<file path="config.mk">
export PLATFORM = sky130hd
export DESIGN_NAME = comb_bist_sweep
export DESIGN_NICKNAME = d
export VERILOG_FILES = /design/src/rtl/comb_bist_sweep.sv
export SDC_FILE = /design/constraint.sdc
export NUM_CORES = 1
export LEC_CHECK = 0
export CAP_MARGIN = 20
export CORE_UTILIZATION = 45
export CTS_BUF_LIST = sky130_fd_sc_hd__clkbuf_8 sky130_fd_sc_hd__clkbuf_16
export CTS_CLUSTER_DIAMETER = 80
export DETAILED_ROUTE_END_ITERATION = 8
export PLACE_DENSITY = 0.79
export SYNTH_ARGS = -nofsm -noshare
export SYNTH_HDL_FRONTEND = slang
export SYNTH_SLANG_ARGS = --single-unit
</file>
<file path="constraint.sdc">
create_clock -name clk -period 1.8 [get_ports clk]
set_input_delay 0.36 -clock clk [delete_from_list [all_inputs] [get_ports clk]]
set_output_delay 0.36 -clock clk [all_outputs]
set_load 0.02 [all_outputs]
</file>
<file path="src/rtl/comb_bist_sweep.sv">
// comb_bist_sweep: exhaustive-sweep self-test controller for a small combinational block.
// Walks every IN_W-bit stimulus value, holding each one for HOLD cycles. On the last
// cycle of each hold window the response is folded into a MISR. After the all-ones
// combination the signature is compared against golden and the verdict is latched.
module comb_bist_sweep #(
    parameter int              IN_W  = 4,
    parameter int              OUT_W = 3,
    parameter int              HOLD  = 3,
    parameter int              SIG_W = 16,
    parameter logic [SIG_W-1:0] POLY = 16'h1021
) (
    input  logic             clk,
    input  logic             rst,
    input  logic             start,
    input  logic             abort,
    input  logic [SIG_W-1:0] golden,
    input  logic [OUT_W-1:0] resp,
    output logic [IN_W-1:0]  stim,
    output logic             busy,
    output logic             done,
    output logic             pass,
    output logic [SIG_W-1:0] signature
);

    // The hold counter needs at least one bit, even when HOLD == 1.
    localparam int HOLD_W = (HOLD > 1) ? $clog2(HOLD) : 1;
    localparam logic [HOLD_W-1:0] HOLD_LAST = HOLD_W'(HOLD - 1);
    localparam logic [SIG_W-1:0]  SEED      = '1;
    localparam logic [IN_W-1:0]   STIM_LAST = '1;

    typedef enum logic [1:0] {
        ST_IDLE  = 2'd0,
        ST_DRIVE = 2'd1,
        ST_DONE  = 2'd2
    } state_e;

    state_e              state_q, state_d;
    logic [IN_W-1:0]     stim_q,  stim_d;
    logic [HOLD_W-1:0]   hold_q,  hold_d;
    logic [SIG_W-1:0]    sig_q,   sig_d;
    logic                pass_q,  pass_d;

    logic [SIG_W-1:0]    resp_ext;
    logic [SIG_W-1:0]    misr_next;
    logic                sample_cycle;
    logic                last_combo;

    // The response is zero-extended to the MISR width before folding in.
    assign resp_ext = SIG_W'(resp);

    // One MISR step: shift left, XOR the polynomial when the top bit falls out,
    // then XOR in the current response. Built bit by bit so the taps are explicit.
    generate
        for (genvar gi = 0; gi < SIG_W; gi++) begin : g_misr
            if (gi == 0) begin : g_lsb
                assign misr_next[gi] = (sig_q[SIG_W-1] & POLY[gi]) ^ resp_ext[gi];
            end else begin : g_upper
                assign misr_next[gi] = sig_q[gi-1] ^ (sig_q[SIG_W-1] & POLY[gi]) ^ resp_ext[gi];
            end
        end
    endgenerate

    assign sample_cycle = (hold_q == HOLD_LAST);
    assign last_combo   = (stim_q == STIM_LAST);

    // Next-state and datapath updates; everything holds unless a transition says otherwise.
    always_comb begin
        state_d = state_q;
        stim_d  = stim_q;
        hold_d  = hold_q;
        sig_d   = sig_q;
        pass_d  = pass_q;
        case (state_q)
            ST_IDLE: begin
                if (start) begin
                    state_d = ST_DRIVE;
                    stim_d  = '0;
                    hold_d  = '0;
                    sig_d   = SEED;
                    pass_d  = 1'b0;
                end
            end
            ST_DRIVE: begin
                if (abort) begin
                    // Abort wins over a coincident sample: nothing is folded in.
                    state_d = ST_IDLE;
                    stim_d  = '0;
                    hold_d  = '0;
                    sig_d   = SEED;
                    pass_d  = 1'b0;
                end else if (sample_cycle) begin
                    sig_d  = misr_next;
                    hold_d = '0;
                    if (!last_combo) begin
                        stim_d = stim_q + IN_W'(1);
                    end else begin
                        // stim stays at all ones; the verdict uses the signature being written now.
                        pass_d  = (misr_next == golden);
                        state_d = ST_DONE;
                    end
                end else begin
                    hold_d = hold_q + HOLD_W'(1);
                end
            end
            ST_DONE: begin
                // start is deliberately not looked at here; restart is from IDLE only.
                state_d = ST_IDLE;
            end
            default: begin
                state_d = ST_IDLE;
            end
        endcase
    end

    // State and datapath registers with synchronous reset back to the seed.
    always_ff @(posedge clk) begin
        if (rst) begin
            state_q <= ST_IDLE;
            stim_q  <= '0;
            hold_q  <= '0;
            sig_q   <= SEED;
            pass_q  <= 1'b0;
        end else begin
            state_q <= state_d;
            stim_q  <= stim_d;
            hold_q  <= hold_d;
            sig_q   <= sig_d;
            pass_q  <= pass_d;
        end
    end

    assign stim      = stim_q;
    assign busy      = (state_q == ST_DRIVE);
    assign done      = (state_q == ST_DONE);
    assign pass      = pass_q;
    assign signature = sig_q;

endmodule

</file>
# Yosys cells after proc, flatten, opt, wreduce, memory -nomap -nowiden
# Index checks and enable logic that the tools add are counted.
dict set report word_totals {
  elab_cells 51
  regBits 25
  in_bits 23
  output_inout_bits 23
}
dict set report classes {
  bitwise 5
  mux 23
  n_reduce_logical 7
  addsub 2
  n_eq_ne 9
}
# op n
set ops {}
lappend ops {{2-to-1 mux 16 bit} 3}
lappend ops {{case mux 16 bit (2 select lines)} 1}
lappend ops {{== test 16 bit} 1}
lappend ops {{2-to-1 mux 4 bit} 4}
lappend ops {{2-to-1 mux 2 bit} 7}
lappend ops {{case mux 2 bit (2 select lines)} 2}
lappend ops {{case mux 4 bit (2 select lines)} 1}
lappend ops {{AND reduction 4 bit} 2}
lappend ops {{!= test 3 x 2 -> 1 bit (second input constant)} 2}
lappend ops {{AND reduction 3 bit} 2}
lappend ops {{bitwise XOR 1 bit} 5}
lappend ops {{adder 4 x 1 -> 4 bit (second input constant)} 1}
lappend ops {{== test 2 bit (second input constant)} 2}
lappend ops {{== test 4 bit (second input constant)} 1}
lappend ops {{2-to-1 mux 1 bit} 4}
lappend ops {{!= test 3 bit (second input constant)} 1}
lappend ops {{adder 2 x 1 -> 2 bit (second input constant)} 1}
lappend ops {{== test 2 x 1 -> 1 bit (second input constant)} 1}
lappend ops {{logical NOT 2 bit} 1}
lappend ops {{!= test 2 bit (second input constant)} 1}
lappend ops {{case mux 1 bit (2 select lines)} 1}
lappend ops {{AND reduction 2 bit} 1}
lappend ops {{nonzero test 2 bit} 1}

# Longest topological paths before layout
# Gate-level depths: netlist of run 1.
dict set report logic_depth {
  word_depth 6
  depth_mapped 7
  depth_no_buf 6
}

# Least setup slack after synthesis of run 1
# No wires, ideal clock.
dict set report synth_timing {
  path_type {register -> register}
  startpoint {reg hold_q[0]}
  endpoint {reg sig_q[13] (netlist: signature[13])}
  required_time_ns 1.680
  t_arrival_ns 1.348
  setup_ns 0.120
  setup_slack_ns 0.332
  path_buffers 2
  path_stages_with_launch 7
  synth_period_minus_slack_ns 1.468
  path_cell_list {dfxtp_1 nand2b_1 a311o_1 buf_6 buf_8 o31ai_1 nand2b_1}
}
dict set report synth_via {
  elab_chain_cells 3
}
# element line_no
set synth_rtl {}
lappend synth_rtl {{start, declared} 39} ;# logic [HOLD_W-1:0] hold_q, hold_d;
lappend synth_rtl {{start signal, assigned} 126} ;# hold_q <= hold_d;
lappend synth_rtl {{== test 2 bit} 63} ;# assign sample_cycle = (hold_q == HOLD_LAST);
lappend synth_rtl {{!= test 3 x 2 -> 1 bit (no source line)} --}
lappend synth_rtl {{AND reduction 3 bit (no source line)} --}
lappend synth_rtl {{end signal, assigned} 127} ;# sig_q <= sig_d;
lappend synth_rtl {{end, declared} 40} ;# logic [SIG_W-1:0] sig_q, sig_d;
# No other way between the ends.
# A chain may end at the register's enable or synchronous reset.

# Worst setup path after layout of run 1
dict set report layout_timing {
  startpoint {reg sig_q[15] (netlist: signature[15])}
  endpoint {out signature[15]}
}
# element line_no
set layout_rtl {}
lappend layout_rtl {{end, declared} 22} ;# output logic [SIG_W-1:0] signature
# No word-level cell between the ends.

==> results.txt, run 1 <==
Worst slew margin: 78.4%
Worst Clk Skew: 0.00203 ns
Via/cell ratio: 5.49
Final setup viols: 0
Synthesis-to-finish area growth: 40.3%
Mux cell area share after synthesis: 0%
Antenna Nets Post-Route: 0
Yosys warns: 0
First-pass DRT Iterations: 4
Post-synthesis adder-cell area fraction: 0.931%
Post-Synth Simple-Gate Area: 26.9%
Clock buffer count from CTS: 3
Die height: 56.6 microns
Clock sink total: 25
Synth cell types: 33
Min-delay worst type: flip-flop to flip-flop
Number of DRC markers in iteration 0: 23
Setup TNS: 0 ns
Gr usage total: 20.6%
CTS tree: built
Synth Area in Compound Gates: 15.9%
Final Hold Fails: 0
Critical R2R Launch: hold_q[0]
CP Max Fanout: 5
Port Buffers: 45
Reg2reg setup slack: 0.27 ns
Initial antenna violation count: 0
Min Tclk post-route: 1.73 ns
Worst reg-to-reg path cell count: 5
Synthesis-stage register bit count: 25
Final net count: 229
Number of global-route vias before repair: 1209
Hold path endpoint: pass
Total congestion overflow: 0
Max VDD drop: 542 uV
Post-detail-place hpwl: 2.37 mm
Hold_sp: pass
Combinational share of power: 19.2%
Fin crit share: 96.3%
Max Slew Vio Count: 0
Reg clk slew, reported paths: 0.09 ns
RR Endpoint: signature[3]
Pre-CTS setup slack: -0.0779 ns
Cells after synthesis: 156
Least-Margin Pin Slew: 0.321 ns
Final hold slack: 0.505 ns
Root Driver: clkbuf_8
Clock Tree Buf Depth: 2
Crit start category: flip-flop
Crit-path cells: clkdlybuf4s50_1
Worst path top cell family by delay: buffers and inverters
Gp weighted congestion: 0.815
Critical Path Sink Type: output pin
Vias: 1290
Power Density: 587 mW/mm^2
# DRC: 0
Internal Dissipation: 826 uW
Die width: 56.6 microns
Number of synthesized flops with an enable pin: 0
Share of cells above drive strength 1: 6.86%
Synth Flop Type: dfxtp_1
Largest net degree at the start of global routing: 29
Cell area after synthesis: 0.00134 sq mm
Syn Nets: 180
Delay of the slowest critical-path stage: 0.65 ns
Hold depth: 2
I/O Pins: 46
Global-route wire length before repair: 5.24 mm
Crit path required time: 1.44 ns
P_sw: 281 uW
Setup slack after layout: 0.0660 ns
Crit-path slowest cell: clkdlybuf4s50_1
Synth async-reset ratio: 0%
Clk pwr share: 29.3%
Post-synthesis sequential area ratio: 37.2%
Crit path buffers/inverters: 1
Antenna diodes: 0
Crit Path Class: flip-flop to output pin
Achievable Freq: 0.577 GHz
Static leakage: 0.000718 uW
Syn Area/Cell: 8.61 sq um
Fill count: 242
Routed WL: 3.18 mm
Seq pwr share: 51.6%
CORE AREA: 0.00278 sq mm
Largest family of logic cells by synthesized area: simple AND/OR/NAND/NOR gates
Crit path arrival time: 1.37 ns
RSZ-0062 raised after global routing: false
Max Cap Viol: 0
CTS Hold Buffers Added: 0
H-tree levels: 1
Outcome: complete, no violations
XOR/XNOR Fraction of Synth Area: 13.7%
Switching share of power: 25.4%
DIE AREA: 0.00321 sq mm
Initial Util: 48.3%
Row count: 19
Routed len/inst: 13.5 microns
Clk Latency, worst-skew pair: 0.26 ns
## worst max path at each step
| stage | end | from | depth (start not counted) | slack [ns] |
|---|---|---|---|---|
| after global placement | signature[3] | start | 6 | -0.05 |
| after floorplan | signature[13] | hold_q[0] | 6 | 0.33 |
| final | signature[15] | signature[15] | 1 | 0.07 |
| after CTS | signature[15] | signature[15] | 1 | 0.06 |
| after detailed placement | signature[9] | start | 6 | -0.08 |
| after global routing | signature[15] | signature[15] | 1 | 0.002 |
## repair_timing
item | in CTS | in global routing
setup buffers | 0 | 0
endpoints found under the setup margin | 2 | 0
resized for setup | 3 | 0
## power by group through the flow
| stage | sequential (uW) | clock [uW] | combinational, uW |
|---|---|---|---|
| after detailed placement | 583 | 0 | 212 |
| after global routing | 572 | 358 | 229 |
| after CTS | 571 | 335 | 212 |
| final | 571 | 324 | 212 |
| after global placement | 583 | 0 | 209 |
| after floorplan | 587 | 0 | 116 |
## logic make-up (layout without fill, tap and decap cells)
logic type                 count (synthesis)  in the layout
AOI/OAI and AO/OA                         31             31
xor gates and xnor gates                  21             21
and+or+nand+nor                           66             66
DFF                                       25             25
buffers and inverters                     12             60
adders and majority gates                  1              1
## routing by layer
| metal | routed length [microns] | GRT usage, % |
|---|---|---|
| met1 | 1370 | 25.1 |
| met2 | 1590 | 35.5 |
| met3 | 177 | 3.23 |
| met4 | 42 | 9.41 |
| met5 | 0 | 0 |
## through the flow
step	total power [uW]	std cells	util, %	cell area (sq um)
floorplan	703	156	-	1340
global placement	792	231	66.2	1840
detailed placement	795	231	66.2	1840
CTS	1120	235	67.8	1890
global route	1160	235	67.8	1890
finish	1110	235	67.8	1890
## cell usage in the layout, fill, tap and decap left out, drive strengths merged
master	n
dfxtp	25
nor3	14
a31oi	3
nor4	2
o21bai	8
nand2b	11
nor3b	2
nand4	3
or2b	6
clkbuf	3
buf	7
nor2	18
a311oi	2
inv	5
clkdlybuf4s50	43
a311o	1
o31ai	8
xor2	9
a22oi	1
ha	1
nand2	4
and3	1
a21oi	5
o21ai	3
nand3b	1
nand3	3
and2b	1
dlygate4sd2	2
xnor2	12
## area by class of cell
type / count / area (sq um) / share of cell area, %
clock buffers: 3 / 41.3 / 2.19
clock inverters: 1 / 3.75 / 0.199
inverters: 4 / 15.0 / 0.796
multi-input cells: 119 / 772 / 40.9
flip-flops and latches: 25 / 502 / 26.6
well taps: 31 / 38.8 / 2.06
repair buffers: 52 / 513 / 27.2
## sequential cells by signal, indices dropped and copies added, names as in the netlist
name,flops
signature,16
pass,1
stim,4
state_q,2
hold_q,2
## synth_stat cells, drive strengths merged (4+ instances only)
library cell	count	area, sq um
a21oi	5	25.0
buf	6	48.8
dfxtp	25	500
inv	4	15.0
nand2	4	15.0
nand2b	11	68.8
nor2	18	70.1
nor3	14	75.1
o21bai	8	60.1
o31ai	8	60.1
or2b	6	45.0
xnor2	12	105
xor2	9	78.8
No activity file was read; power rests on OpenSTA's default activity.
==> run 2, diff against run 1 <==
Settings changed: CORE_MARGIN set to 1.
==> results of run 2 <==
Final layout, timing and power as in run 1 (identical DEF).
